===== config.mk =====
export PLATFORM = sky130hd
export DESIGN_NAME = mdio_master_22_45_flat
export DESIGN_NICKNAME = d
export VERILOG_FILES = /design/src/rtl/mdio_master_22_45_pkg.sv /design/src/rtl/mdio_master_22_45_if.sv /design/src/rtl/mdio_master_22_45_mdc_gen.sv /design/src/rtl/mdio_master_22_45.sv /design/src/flat_wrapper.sv
export SDC_FILE = /design/constraint.sdc
export NUM_CORES = 1
export LEC_CHECK = 0
export CORE_MARGIN = 5
export CORE_UTILIZATION = 34
export CTS_BUF_LIST = sky130_fd_sc_hd__clkbuf_16
export DETAILED_ROUTE_END_ITERATION = 8
export GPL_ROUTABILITY_DRIVEN = 0
export GPL_TIMING_DRIVEN = 1
export PLACE_DENSITY = 0.54
export SLEW_MARGIN = 20
export SYNTH_ARGS = -nofsm -noshare
export SYNTH_HDL_FRONTEND = slang
export SYNTH_SLANG_ARGS = --single-unit

===== constraint.sdc =====
create_clock -name clk_25m -period 6.1 [get_ports clk_25m]
set_input_delay 1.22 -clock clk_25m [delete_from_list [all_inputs] [get_ports clk_25m]]
set_output_delay 1.22 -clock clk_25m [all_outputs]
set_load 0.03 [all_outputs]

===== src/rtl/mdio_master_22_45_pkg.sv =====
// Shared types and field encodings for the MDIO station-management master.
package mdio_master_22_45_pkg;
  localparam logic [1:0] ST_C22      = 2'b01;
  localparam logic [1:0] ST_C45      = 2'b00;
  localparam logic [1:0] OP_ADDR     = 2'b00;
  localparam logic [1:0] OP_WRITE    = 2'b01;
  localparam logic [1:0] OP_READ     = 2'b11;
  localparam logic [1:0] OP_PRD_INC  = 2'b10;
  localparam logic [1:0] OP_C22_READ = 2'b10;

  typedef enum logic [5:0] {
    S_IDLE      = 6'b000001,
    S_PRE       = 6'b000010,
    S_HDR       = 6'b000100,
    S_TA        = 6'b001000,
    S_DATA      = 6'b010000,
    S_IDLE_CELL = 6'b100000
  } state_e;

  // Frames where the PHY owns the bus from turnaround onwards.
  function automatic logic is_read(input logic c45, input logic [1:0] op);
    return c45 ? op[1] : (op == OP_C22_READ);
  endfunction
endpackage


===== src/rtl/mdio_master_22_45_if.sv =====
// Request/response handshake between the register-access engine and the MDIO master.
interface mdio_master_22_45_if;
  logic        req_valid;
  logic        req_ready;
  logic        req_c45;
  logic [1:0]  req_op;
  logic [4:0]  req_phyad;
  logic [4:0]  req_regad;
  logic [15:0] req_wdata;
  logic        rsp_valid;
  logic [15:0] rsp_rdata;
  logic        rsp_err;

  modport master (output req_valid, req_c45, req_op, req_phyad, req_regad, req_wdata,
                  input  req_ready, rsp_valid, rsp_rdata, rsp_err);
  modport slave  (input  req_valid, req_c45, req_op, req_phyad, req_regad, req_wdata,
                  output req_ready, rsp_valid, rsp_rdata, rsp_err);
endinterface


===== src/rtl/mdio_master_22_45_mdc_gen.sv =====
// MDC divider: each bit cell is a low half then a high half; ticks mark the edges.
module mdio_mdc_gen #(
  parameter int CLK_DIV = 10
) (
  input  logic clk_25m,
  input  logic rst_n,
  input  logic active,
  input  logic clr,
  output logic mdc,
  output logic fall_tick,
  output logic rise_tick
);
  localparam int HALF = CLK_DIV / 2;
  localparam int DW   = $clog2(CLK_DIV);

  logic [DW-1:0] div_q, div_d;
  logic          mdc_q, mdc_d;

  // clr forces the cell phase back to zero so a new frame starts on a fresh low half.
  always_comb begin
    div_d = '0;
    mdc_d = 1'b0;
    if (active && !clr) begin
      div_d = (div_q == DW'(CLK_DIV - 1)) ? '0 : div_q + DW'(1);
      mdc_d = (div_d >= DW'(HALF));
    end
  end

  always_ff @(posedge clk_25m or negedge rst_n) begin
    if (!rst_n) begin
      div_q <= '0;
      mdc_q <= 1'b0;
    end else begin
      div_q <= div_d;
      mdc_q <= mdc_d;
    end
  end

  assign mdc       = mdc_q;
  assign rise_tick = active && (div_q == DW'(HALF - 1));
  assign fall_tick = active && (div_q == DW'(CLK_DIV - 1));
endmodule


===== src/rtl/mdio_master_22_45.sv =====
// MDIO master (Clause 22/45): one request serialised per frame, one response returned.
module mdio_master_22_45
  import mdio_master_22_45_pkg::*;
#(
  parameter int CLK_DIV = 10,
  parameter int PRE_LEN = 32
) (
  input  logic                 clk_25m,
  input  logic                 rst_n,
  input  logic                 enable,
  input  logic                 opendrain_mode,
  input  logic                 pre_suppress,
  mdio_master_22_45_if.slave   req_if,
  output logic                 mdc,
  input  logic                 mdio_in,
  output logic                 mdio_out,
  output logic                 mdio_oe
);
  state_e      state_q, state_d, ns;
  logic [5:0]  bit_q, bit_d, nb;
  logic [13:0] hdr_q, hdr_d;
  logic [15:0] wdata_q, wdata_d, rd_q, rd_d, rsp_rdata_q, rsp_rdata_d;
  logic        ta_err_q, ta_err_d, out_q, out_d, oe_q, oe_d;
  logic        rsp_valid_q, rsp_valid_d, rsp_err_q, rsp_err_d;
  logic [1:0]  sync_q, sync_d;
  logic        init_q;
  logic        fall_tick, rise_tick, last, accept, rd_now, ready;

  mdio_mdc_gen #(.CLK_DIV(CLK_DIV)) u_mdc (
    .clk_25m  (clk_25m),
    .rst_n    (rst_n),
    .active   (state_q != S_IDLE),
    .clr      (state_d == S_IDLE),
    .mdc      (mdc),
    .fall_tick(fall_tick),
    .rise_tick(rise_tick)
  );

  // Ready drops for the response cycle so an acceptance never coincides with rsp_valid.
  assign ready  = enable && (state_q == S_IDLE) && !rsp_valid_q && init_q;
  assign accept = req_if.req_valid && ready;
  assign rd_now = is_read(~hdr_q[12], hdr_q[11:10]);
  assign sync_d = {sync_q[0], mdio_in};

  always_comb begin
    state_d = state_q;  bit_d = bit_q;  hdr_d = hdr_q;  wdata_d = wdata_q;
    rd_d = rd_q;  ta_err_d = ta_err_q;  out_d = out_q;  oe_d = oe_q;
    rsp_valid_d = 1'b0;  rsp_rdata_d = rsp_rdata_q;  rsp_err_d = rsp_err_q;
    last = 1'b0;  ns = state_q;  nb = '0;
    if (!enable) begin
      state_d = S_IDLE;  bit_d = '0;  out_d = 1'b1;  oe_d = 1'b0;
    end else if (state_q == S_IDLE) begin
      if (accept) begin
        state_d  = pre_suppress ? S_HDR : S_PRE;
        bit_d    = '0;
        hdr_d    = {req_if.req_c45 ? ST_C45 : ST_C22, req_if.req_op,
                    req_if.req_phyad, req_if.req_regad};
        wdata_d  = req_if.req_wdata;
        rd_d     = '0;
        ta_err_d = 1'b0;
        out_d    = ~pre_suppress;  // first ST bit is always 0
        oe_d     = 1'b1;
      end
    end else begin
      if (rise_tick) begin
        if (state_q == S_TA && bit_q == 6'd1) ta_err_d = sync_q[1];
        if (state_q == S_DATA) rd_d = {rd_q[14:0], sync_q[1]};
      end
      if (fall_tick) begin
        unique case (state_q)
          S_PRE:   begin last = (bit_q == 6'(PRE_LEN - 1)); ns = last ? S_HDR : S_PRE; end
          S_HDR:   begin last = (bit_q == 6'd13); ns = last ? S_TA : S_HDR; end
          S_TA:    begin last = (bit_q == 6'd1);  ns = last ? S_DATA : S_TA; end
          S_DATA:  begin last = (bit_q == 6'd15); ns = last ? S_IDLE_CELL : S_DATA; end
          default: begin last = 1'b1; ns = S_IDLE; end
        endcase
        nb      = last ? 6'd0 : bit_q + 6'd1;
        state_d = ns;
        bit_d   = nb;
        unique case (ns)
          S_PRE:   begin out_d = 1'b1; oe_d = 1'b1; end
          S_HDR:   begin out_d = hdr_q[4'd13 - nb[3:0]]; oe_d = 1'b1; end
          S_TA:    begin out_d = rd_now | ~nb[0]; oe_d = ~rd_now; end
          S_DATA:  begin out_d = rd_now | wdata_q[4'd15 - nb[3:0]]; oe_d = ~rd_now; end
          default: begin out_d = 1'b1; oe_d = 1'b0; end
        endcase
        if (ns == S_IDLE) begin
          rsp_valid_d = 1'b1;
          rsp_rdata_d = rd_now ? rd_q : 16'h0000;
          rsp_err_d   = rd_now & ta_err_q;
        end
      end
    end
  end

  always_ff @(posedge clk_25m or negedge rst_n) begin
    if (!rst_n) begin
      state_q <= S_IDLE;  bit_q <= '0;  hdr_q <= '0;  wdata_q <= '0;
      rd_q <= '0;  ta_err_q <= 1'b0;  out_q <= 1'b1;  oe_q <= 1'b0;
      rsp_valid_q <= 1'b0;  rsp_rdata_q <= '0;  rsp_err_q <= 1'b0;
      sync_q <= 2'b11;  init_q <= 1'b0;
    end else begin
      state_q <= state_d;  bit_q <= bit_d;  hdr_q <= hdr_d;  wdata_q <= wdata_d;
      rd_q <= rd_d;  ta_err_q <= ta_err_d;  out_q <= out_d;  oe_q <= oe_d;
      rsp_valid_q <= rsp_valid_d;  rsp_rdata_q <= rsp_rdata_d;  rsp_err_q <= rsp_err_d;
      sync_q <= sync_d;  init_q <= 1'b1;
    end
  end

  assign req_if.req_ready = ready;
  assign req_if.rsp_valid = rsp_valid_q;
  assign req_if.rsp_rdata = rsp_rdata_q;
  assign req_if.rsp_err   = rsp_err_q;
  assign mdio_out         = out_q;
  assign mdio_oe          = opendrain_mode ? (oe_q & ~out_q) : oe_q;
endmodule


===== src/flat_wrapper.sv =====
// flat-port wrapper written by rule: the top's interface ports become plain ports
module mdio_master_22_45_flat import mdio_master_22_45_pkg::*;
#(
  parameter int CLK_DIV = 10,
  parameter int PRE_LEN = 32
)
  (clk_25m, rst_n, enable, opendrain_mode, pre_suppress, mdc, mdio_in, mdio_out, mdio_oe, req_if_req_valid, req_if_req_c45, req_if_req_op, req_if_req_phyad, req_if_req_regad, req_if_req_wdata, req_if_req_ready, req_if_rsp_valid, req_if_rsp_rdata, req_if_rsp_err);
  mdio_master_22_45_if req_if_i ();
  input  logic clk_25m;
  input  logic rst_n;
  input  logic enable;
  input  logic opendrain_mode;
  input  logic pre_suppress;
  output logic mdc;
  input  logic mdio_in;
  output logic mdio_out;
  output logic mdio_oe;
  input wire logic [$bits(req_if_i.req_valid)-1:0] req_if_req_valid;
  input wire logic [$bits(req_if_i.req_c45)-1:0] req_if_req_c45;
  input wire logic [$bits(req_if_i.req_op)-1:0] req_if_req_op;
  input wire logic [$bits(req_if_i.req_phyad)-1:0] req_if_req_phyad;
  input wire logic [$bits(req_if_i.req_regad)-1:0] req_if_req_regad;
  input wire logic [$bits(req_if_i.req_wdata)-1:0] req_if_req_wdata;
  output wire logic [$bits(req_if_i.req_ready)-1:0] req_if_req_ready;
  output wire logic [$bits(req_if_i.rsp_valid)-1:0] req_if_rsp_valid;
  output wire logic [$bits(req_if_i.rsp_rdata)-1:0] req_if_rsp_rdata;
  output wire logic [$bits(req_if_i.rsp_err)-1:0] req_if_rsp_err;
  assign req_if_i.req_valid = req_if_req_valid;
  assign req_if_i.req_c45 = req_if_req_c45;
  assign req_if_i.req_op = req_if_req_op;
  assign req_if_i.req_phyad = req_if_req_phyad;
  assign req_if_i.req_regad = req_if_req_regad;
  assign req_if_i.req_wdata = req_if_req_wdata;
  assign req_if_req_ready = req_if_i.req_ready;
  assign req_if_rsp_valid = req_if_i.rsp_valid;
  assign req_if_rsp_rdata = req_if_i.rsp_rdata;
  assign req_if_rsp_err = req_if_i.rsp_err;
  mdio_master_22_45 #(.CLK_DIV(CLK_DIV), .PRE_LEN(PRE_LEN)) u_core (.clk_25m(clk_25m), .rst_n(rst_n), .enable(enable), .opendrain_mode(opendrain_mode), .pre_suppress(pre_suppress), .req_if(req_if_i), .mdc(mdc), .mdio_in(mdio_in), .mdio_out(mdio_out), .mdio_oe(mdio_oe));
endmodule

==> run_results.csv, run 1 <==
group,metric,value,unit
global_routing,antenna_found_initial,0,
synth,synth-warning-count,0,
pwr,finalPower,1.29,mW
detailed_routing,remaining_drc_errors,0,
setup_path,cp.arrival,3.10,ns
layout,final_area,0.00520,sq mm
pwr,netSwitchingFraction,26.1,%
sta,layout_min_cycle_time,4.32,ns
pwr,switchingPower,0.337,mW
layout,register_area,0.00216,sq mm
die,initial_core_util,35.0,%
synth,muxShareOfSynthArea,3.51,%
synth,yosys.area_share.adder,0.885,%
sta,tns,0,ns
clock_tree,cts_tree,"yes",
detailed_routing,vias,3461,
layout,fillers,1239,
synth,synth.area.top_cells,"dfrtp_1 48%, nand2_1 15%, nand3_1 5.0%",
status,run_status,"finished clean",
layout,synthToLayoutAreaGrowth,22.6,%
global_routing,grt-ovfl-total,0,
pwr,power.density,249,mW/mm^2
die,fp.dieH,122,um
detailed_routing,wirelength,10100,um
setup_path,startpoint_type,"input pin",
sta,setup_viol,0,
synth,syn_inst,482,
pwr,p_leak,2.38,nW
hold_path,hold_class,"flip-flop to flip-flop",
clock_tree,numCtsBuffers,9,
synth,avgSynthCellArea,8.79,sq um
clock_tree,clock-root-buffer,"clkbuf_16",
synth,synth_fp_nets,521,
global_routing,grt_usage,14.5,%
sta,finalHoldViolations,0,
clock_tree,cts_setup_buffers,0,
placement,hpwl,7100,um
synth,async_flop_share,100,%
layout,final_core_util,42.9,%
detailed_routing,dr.pass1.iters,4,
layout,drive_gt1_share,6.98,%
placement,place_area,0.00492,sq mm
placement,dpl_worst_slack,1.78,ns
synth,synth.cell_area,0.00424,sq mm
synth,synth_compound_area_share,10.6,%
detailed_routing,via_per_inst,4.96,
die,dieArea,0.0148,sq mm
detailed_routing,ant_nets,0,
detailed_routing,met1_length,4920,um
detailed_routing,wl_per_cell,14.5,um
clock_tree,path_clk_slew,0.07,ns
setup_path,reg2reg_slack,2.14,ns
global_routing,grt_pass1_vias,3481,
setup_path,crit_fanout,17,
pwr,pwr-share-seq,49.6,%
clock_tree,cts.sinks,86,
clock_tree,clk_latency,0.34,ns
sta,fmax,232,MHz
layout,stdcell_count,698,
die,num_rows,40,
sta,fin_ws,1.78,ns
synth,synth.most_common_cell,"nand2_1",
die,coreArea,0.0121,sq mm
clock_tree,hold_buffers,0,
synth,ys_ff_latch,86,
run,drv_cap,0,
synth,ys.flop_type,"dfrtp_1",
pwr,pwr-share-comb,11.1,%
detailed_routing,maxUsedRoutingLayer,"met4",
sta,rsz0062_at_grt,"no",
sta,hold_ws,0.356,ns
synth,yosys.area.top_type_share,48.4,%
layout,antenna_cells,0,
sta,drv_slew,0,
detailed_routing,drt_iter0_drc,287,
setup_path,crit_required,4.88,ns
sta,post-route-period-util,70.8,%
pwr,vdd_drop_max,0.105,mV
pwr,clockPowerShare,39.3,%
clock_tree,htreeDepth,3,
sta,relSlewSlack,34.8,%
pwr,internal_power,0.956,mW
sta,tightest_slew,0.975,ns
setup_path,critPathKind,"input pin to output port",
die,die_w,122,um
synth,synth_xor_area_share,1.03,%
synth,synth_top_area_cell,"dfrtp_1",
synth,yosys.area_share.simple,29.3,%
synth,synth_seq_area_share,50.9,%
placement,dp_cells,682,
detailed_routing,routed-wl-met2,4720,um
die,io_pins,58,
layout,multi_input_area,0.00193,sq mm
placement,io_buffers,57,
global_routing,grt_first_pass_wirelength,17400,um
synth,synth_edf_count,0,
global_routing,grt_max_degree,57,
setup_path,cp-startpoint,"enable",
clock_tree,cts_resized,0,
synth,synth_top_family_by_area,"simple AND/OR/NAND/NOR gates",
setup_path,critPathCaptureType,"output port",
synth,synthTopCellsByCount,"166 x nand2_1, 82 x dfrtp_1, 42 x nand3_1",
synth,synth.distinct_cells,60,
hold_path,hold_start,"u_core.sync_q[0]",
setup_path,reg2reg_from,"u_core.bit_q[0]",
sta,worst_clock_skew,0.00698,ns
clock_tree,clockBufferDepth,2,
detailed_routing,wl_met3,336,um
layout,nets,564,
-- power groups by stage --
stage	registers, mW	logic (mW)	clock network, mW
CTS	0.642	0.146	0.522
finish	0.642	0.143	0.508
floorplan	0.644	0.0870	0
global placement	0.652	0.143	0
global route	0.647	0.165	0.548
detailed placement	0.653	0.145	0
-- worst paths after layout --
path	endpoint	depth (start not counted)
max	req_if_req_ready	3
max reg2reg	u_core.mdio_out	13
min in group asynchronous	u_core.wdata_q[9]	1
min reg2reg	u_core.sync_q[1]	0
max in group asynchronous	u_core.init_q	2
min	u_core.sync_q[1]	0
-- logic make-up (layout without fill, tap and decap cells) --
family / after synthesis / after routing
adders and majority gates: 3 / 3
other: 1 / 1
AOI/OAI and AO/OA: 65 / 65
xor gates and xnor gates: 5 / 5
buffers and inverters: 37 / 85
DFF: 86 / 86
and+or+nand+nor: 274 / 274
muxes: 11 / 11
-- sequential cells by signal, summed over array words and instances (netlist names) --
signal and cells:
u_core.bit_q 6, u_core.hdr_q 13, u_core.init_q 1, u_core.mdio_out 1, u_core.oe_q 1, u_core.rd_q 16
u_core.req_if.rsp_err 1, u_core.req_if.rsp_rdata 16, u_core.req_if.rsp_valid 1, u_core.state_q 6, u_core.sync_q 2, u_core.ta_err_q 1
u_core.u_mdc.div_q 4, u_core.u_mdc.mdc 1, u_core.wdata_q 16
-- placed cells by master, fill, tap and decap left out, types with 4 or more instances in the layout --
master and n:
dfstp_2 4, clkdlybuf4s50_1 56, a211oi_1 6, buf_4 5, nor4_1 5, nor2_1 21, clkbuf_16 9, nand2b_1 4
inv_1 8, clkinvlp_4 4, a21oi_1 14, nand3_1 42, nand2_1 166, nor2b_1 5, nand3b_1 4, dfrtp_1 82
xnor2_1 4, mux2i_1 7, o21ai_0 16, nor3_1 8
-- critical path, stage by stage --
cell             delay [ns]
clkdlybuf4s50_1        0.84
and4b_1                0.34
clkdlybuf4s50_1        0.69
-- area by class of cell --
class | instances | area share (%)
well taps | 168 | 4.05
inverters | 8 | 0.578
flip-flops and latches | 86 | 41.5
clock buffers | 9 | 4.33
repair buffers | 61 | 11.5
multi-input cells | 359 | 37.1
clock inverters | 7 | 0.963
-- routing by layer --
| layer | vias up | GRT usage, % |
|---|---|---|
| met5 | - | 0 |
| met4 | 0 | 3.99 |
| met2 | 73 | 22.5 |
| met1 | 1651 | 20.5 |
| met3 | 12 | 3.11 |
| li1 | 1725 | - |
Note: power is estimated with default switching activity, not from simulation.
==> inputs of run 2 (changes only) <==
==> constraint.sdc (replaced) <==
create_clock -name clk_25m -period 4.1 [get_ports clk_25m]
set_input_delay 0.82 -clock clk_25m [delete_from_list [all_inputs] [get_ports clk_25m]]
set_output_delay 0.82 -clock clk_25m [all_outputs]
set_load 0.03 [all_outputs]
==> run 2 against run 1 <==
Non-clock buffer count up 6. Sequential cell count unchanged. Die area unchanged. Power up 59%. Clock skew about the same. Via count up 1.9%. Wire length up 2.3%. Worst hold slack about the same. Clock-buffer cell count unchanged. Sequential power up 49%. Critical path type is now flip-flop to flip-flop. First-iteration DRC count down 26%. Sequential share of layout area down 0.65 points.
==> run_results.csv, run 2 (synthesized netlist as in run 1, its figures left out) <==
group,metric,value,unit
setup_path,worst_path_max_delay_cell,"or4_4",
global_routing,grt_usage,14.7,%
sta,worst_clock_skew,0.00685,ns
detailed_routing,ant_nets,0,
layout,stdcell_count,704,
sta,fmax,280,MHz
die,fp.dieH,122,um
layout,antenna_cells,0,
layout,register_area,0.00216,sq mm
global_routing,grt-ovfl-total,0,
sta,setup_viol,0,
setup_path,crit_required,4.37,ns
layout,nets,570,
clock_tree,htreeDepth,3,
clock_tree,clock-root-buffer,"clkbuf_16",
detailed_routing,wl_met3,339,um
sta,finalHoldViolations,0,
sta,post-route-period-util,87.2,%
sta,relSlewSlack,43.6,%
detailed_routing,maxUsedRoutingLayer,"met4",
hold_path,hold_class,"flip-flop to flip-flop",
layout,drive_gt1_share,7.65,%
setup_path,path_buf_inv,1,
sta,tns,0,ns
clock_tree,cts_tree,"yes",
detailed_routing,via_per_inst,5.01,
layout,final_area,0.00528,sq mm
setup_path,startpoint_type,"flip-flop",
pwr,power.density,389,mW/mm^2
sta,tightest_slew,0.846,ns
status,run_status,"finished clean",
clock_tree,clk_latency,0.34,ns
sta,drv_slew,0,
clock_tree,cts_setup_buffers,0,
clock_tree,numCtsBuffers,9,
pwr,p_leak,2.44,nW
layout,final_common_cell,"nand2_1",
clock_tree,clockBufferDepth,2,
detailed_routing,remaining_drc_errors,0,
placement,dp_cells,688,
placement,io_buffers,57,
setup_path,critPathCaptureType,"flip-flop",
layout,final_cell_mix,"166 x nand2_1, 82 x dfrtp_1, 56 x clkdlybuf4s50_1",
clock_tree,cts.sinks,86,
sta,layout_min_cycle_time,3.58,ns
setup_path,crit_fanout,11,
setup_path,critPathKind,"flip-flop to flip-flop",
setup_path,r2r_cells,13,
die,num_rows,40,
die,coreArea,0.0121,sq mm
die,die_w,122,um
die,initial_core_util,35.0,%
layout,fillers,1219,
layout,multi_input_area,0.00192,sq mm
detailed_routing,drt_iter0_drc,213,
placement,place_area,0.00496,sq mm
pwr,finalPower,2.05,mW
global_routing,antenna_found_initial,0,
setup_path,path_cells,"or4_4 > nor4_4 > a221o_4 > or2_1 > nor2_1 > ha_1 > inv_1 > nand4_1 > nand2_1 > a21oi_1 > o22a_1 > a211o_1 > a31oi_1",
die,io_pins,58,
detailed_routing,wl_per_cell,14.7,um
layout,final_core_util,43.6,%
setup_path,critPathTopFamily,"simple AND/OR/NAND/NOR gates",
detailed_routing,met1_length,5080,um
placement,hpwl,7330,um
pwr,vdd_drop_max,0.188,mV
setup_path,path_depth,13,
die,dieArea,0.0148,sq mm
hold_path,whs_path_depth,0,
clock_tree,path_clk_slew,0.07,ns
detailed_routing,wirelength,10400,um
global_routing,grt_first_pass_wirelength,17400,um
global_routing,grt_pass1_vias,3460,
detailed_routing,vias,3528,
setup_path,critPathMaxStageDelay,0.57,ns
layout,synthToLayoutAreaGrowth,24.5,%
run,drv_cap,0,
clock_tree,cts_resized,0,
sta,rsz0062_at_grt,"no",
clock_tree,hold_buffers,0,
detailed_routing,routed-wl-met2,4740,um
setup_path,cp.arrival,3.85,ns
detailed_routing,dr.pass1.iters,5,
global_routing,grt_max_degree,66,
## run 2: cell count changes in the layout (fill, tap and decap cells not counted), sizes merged
cell and delta:
buf +6, clkinvlp -3, bufinv +2, clkinv +1
## run 2: final timing paths
| check | slack [ns] | from | endpoint |
|---|---|---|---|
| worst max-delay path | 0.52 | u_core.state_q[1] | u_core.mdio_out |
| worst min-delay path | 0.36 | u_core.sync_q[0] | u_core.sync_q[1] |
| worst max register to register | 0.52 | u_core.state_q[1] | u_core.mdio_out |
| worst min register to register | 0.36 | u_core.sync_q[0] | u_core.sync_q[1] |
| max in group asynchronous | 2.62 | rst_n | u_core.sync_q[1] |
| min in group asynchronous | 0.58 | rst_n | u_core.wdata_q[8] |
## run 2: where the power goes
part | leakage [nW] | internal (mW) | switching, mW | total (mW)
sequential | 1.14 | 0.916 | 0.0397 | 0.956
clock | 0.155 | 0.531 | 0.346 | 0.876
combinational | 1.15 | 0.0982 | 0.121 | 0.220
## run 2: area by class of cell
type	instances	share of cell area, %
Clock buffer	9	4.27
Clock inverter	7	1.68
Inverter	8	0.569
Multi-Input combinational cell	359	36.5
Sequential cell	86	40.9
Tap cell	168	3.98
Timing Repair Buffer	67	12.2
## run 2: per-layer routing
metal | global-route usage, % | vias to the layer above
li1 | - | 1730
met1 | 20.9 | 1703
met2 | 21.9 | 75
met3 | 3.02 | 20
met4 | 5.74 | 0
met5 | 0 | -
## run 2: worst register-to-register path: cells and delay by family (launching register included)
family / cells / cell delay, ns
fa+ha+maj: 1 / 0.40
simple gates: 6 / 1.60
buf+inv: 1 / 0.08
flops: 1 / 0.49
compound gates: 5 / 0.92
## run 2: through the flow
step / hold slack (ns) / setup WS [ns]
after floorplan: 0.345 / 0.976
after global placement: 0.347 / 0.703
after detailed placement: 0.348 / 0.608
after CTS: 0.357 / 0.570
after global routing: 0.358 / 0.278
final: 0.356 / 0.523
==> inputs of run 3 (changes only) <==
--- a/config.mk
+++ b/config.mk
@@ -6,12 +6,12 @@
 export NUM_CORES = 1
 export LEC_CHECK = 0
 export CORE_MARGIN = 5
-export CORE_UTILIZATION = 34
+export CORE_UTILIZATION = 55
 export CTS_BUF_LIST = sky130_fd_sc_hd__clkbuf_16
 export DETAILED_ROUTE_END_ITERATION = 8
 export GPL_ROUTABILITY_DRIVEN = 0
 export GPL_TIMING_DRIVEN = 1
-export PLACE_DENSITY = 0.54
+export PLACE_DENSITY = 0.8
 export SLEW_MARGIN = 20
 export SYNTH_ARGS = -nofsm -noshare
 export SYNTH_HDL_FRONTEND = slang
==> run 3 against run 2 <==
Highest routed layer unchanged. Combinational power hardly changed. Core utilization is 25 points higher. Final cell count is 9.5% lower. Register-to-register slack better by 0.02 ns. Critical endpoint unchanged. Largest power group unchanged. Sequential share of layout area is 0.60 points higher. Die area is 35% lower.
==> run_results.csv, run 3 (synthesized netlist as in run 1, its figures left out) <==
group,metric,value,unit
sta,relSlewSlack,48.1,%
die,dieArea,0.00956,sq mm
clock_tree,numCtsBuffers,9,
setup_path,crit_required,4.36,ns
sta,setup_viol,0,
clock_tree,htreeDepth,3,
die,io_pins,58,
clock_tree,path_clk_slew,0.07,ns
sta,layout_min_cycle_time,3.55,ns
sta,tightest_slew,0.779,ns
setup_path,path_cells,"or4_4 > nor4_4 > a221o_4 > or2_1 > nor2_1 > ha_1 > inv_1 > nand4_1 > nand2_1 > a21oi_1 > o22a_1 > a211o_1 > a31oi_1",
pwr,pwr-share-comb,10.8,%
sta,tns,0,ns
clock_tree,cts.sinks,86,
clock_tree,cts_setup_buffers,0,
placement,dp_cells,621,
detailed_routing,wl_per_cell,16.0,um
global_routing,grt_first_pass_wirelength,17100,um
placement,dpl_worst_slack,0.648,ns
sta,hold_ws,0.376,ns
die,coreArea,0.00761,sq mm
sta,drv_slew,0,
setup_path,critPathCaptureType,"flip-flop",
hold_path,whs_path_depth,0,
detailed_routing,remaining_drc_errors,0,
placement,place_area,0.00487,sq mm
pwr,netSwitchingFraction,24.8,%
global_routing,grt_usage,21.8,%
setup_path,r2r_cells,13,
layout,final_core_util,68.4,%
layout,final_common_cell,"nand2_1",
pwr,finalPower,2.06,mW
clock_tree,clockBufferDepth,2,
pwr,p_leak,2.44,nW
die,die_w,97.8,um
global_routing,antenna_found_initial,0,
placement,hpwl,6680,um
setup_path,cp.arrival,3.82,ns
setup_path,critPathMaxStageDelay,0.57,ns
pwr,clockPowerShare,42.8,%
sta,fin_ws,0.546,ns
detailed_routing,wirelength,10200,um
detailed_routing,vias,3677,
detailed_routing,via_per_inst,5.77,
setup_path,startpoint_type,"flip-flop",
die,num_rows,32,
pwr,power.density,396,mW/mm^2
sta,rsz0062_at_grt,"no",
layout,stdcell_count,637,
detailed_routing,drt_iter0_drc,309,
sta,finalHoldViolations,0,
setup_path,critPathKind,"flip-flop to flip-flop",
clock_tree,hold_buffers,0,
pwr,internal_power,1.55,mW
detailed_routing,dr.pass1.iters,5,
layout,synthToLayoutAreaGrowth,22.7,%
clock_tree,cts_resized,0,
global_routing,grt-ovfl-total,0,
setup_path,crit_fanout,11,
pwr,vdd_drop_max,0.269,mV
run,drv_cap,0,
status,run_status,"finished clean",
sta,worst_clock_skew,0.0108,ns
hold_path,hold_class,"flip-flop to flip-flop",
pwr,pwr-share-seq,46.5,%
clock_tree,clock-root-buffer,"clkbuf_16",
global_routing,grt_max_degree,87,
layout,antenna_cells,0,
clock_tree,cts_tree,"yes",
layout,final_cell_mix,"166 x nand2_1, 82 x dfrtp_1, 56 x clkdlybuf4s50_1",
layout,drive_gt1_share,7.66,%
global_routing,grt_pass1_vias,3635,
setup_path,worst_path_max_delay_cell,"or4_4",
layout,final_area,0.00520,sq mm
die,fp.dieH,97.8,um
die,initial_core_util,55.7,%
sta,fmax,281,MHz
clock_tree,clk_latency,0.34,ns
sta,post-route-period-util,86.7,%
layout,nets,569,
placement,io_buffers,57,
pwr,switchingPower,0.512,mW
detailed_routing,ant_nets,0,
run 3: cell count changes in the layout (fill, tap and decap cells not counted):
| cell | delta |
|---|---|
| clkinv_2 | -1 |
| clkinvlp_4 | +1 |
| inv_8 | +1 |
| clkinv_1 | -1 |
| buf_4 | -2 |
| buf_6 | +1 |
run 3: power groups by stage:
stage	sequential (mW)	clock (mW)	combinational, mW
3_5_place_dp	0.973	0	0.218
3_3_place_gp	0.970	0	0.210
2_1_floorplan	0.958	0	0.129
5_1_grt	0.965	0.934	0.247
6_report	0.958	0.882	0.222
4_1_cts	0.958	0.893	0.222
run 3: metal layers:
layer | up-vias | GRT usage, % | routed length [um]
met3 | 31 | 5.21 | 604
li1 | 1733 | - | -
met5 | - | 0 | 0
met1 | 1778 | 28.0 | 4360
met2 | 135 | 35.8 | 4970
met4 | 0 | 8.63 | 272
run 3: layout make-up:
class                      count  area (sq um)
tap                          102           128
multi-input combinational    359          1920
fill                         621          2400
clock inverter                 7          98.8
inverter                       8          30.0
sequential                    86          2160
clock buffer                   9           225
timing repair buffer          66           639
run 3: critical path, delay by kind of cell, from the launching register on:
kind | cells | cell delay, ns
AO/OA/AOI/OAI | 5 | 0.93
adder cells (fa/ha/maj) | 1 | 0.40
buffers and inverters | 1 | 0.08
flip-flops | 1 | 0.49
AND/OR/NAND/NOR | 6 | 1.59
run 3: path summary, 6_finish.rpt:
path | to | from | slack, ns
worst max-delay path | u_core.mdio_out | u_core.state_q[1] | 0.55
max in group asynchronous | u_core.ta_err_q | rst_n | 3.03
worst min register to register | u_core.sync_q[1] | u_core.sync_q[0] | 0.38
worst max register to register | u_core.mdio_out | u_core.state_q[1] | 0.55
worst min-delay path | u_core.sync_q[1] | u_core.sync_q[0] | 0.38
min in group asynchronous | u_core.state_q[2] | rst_n | 0.51
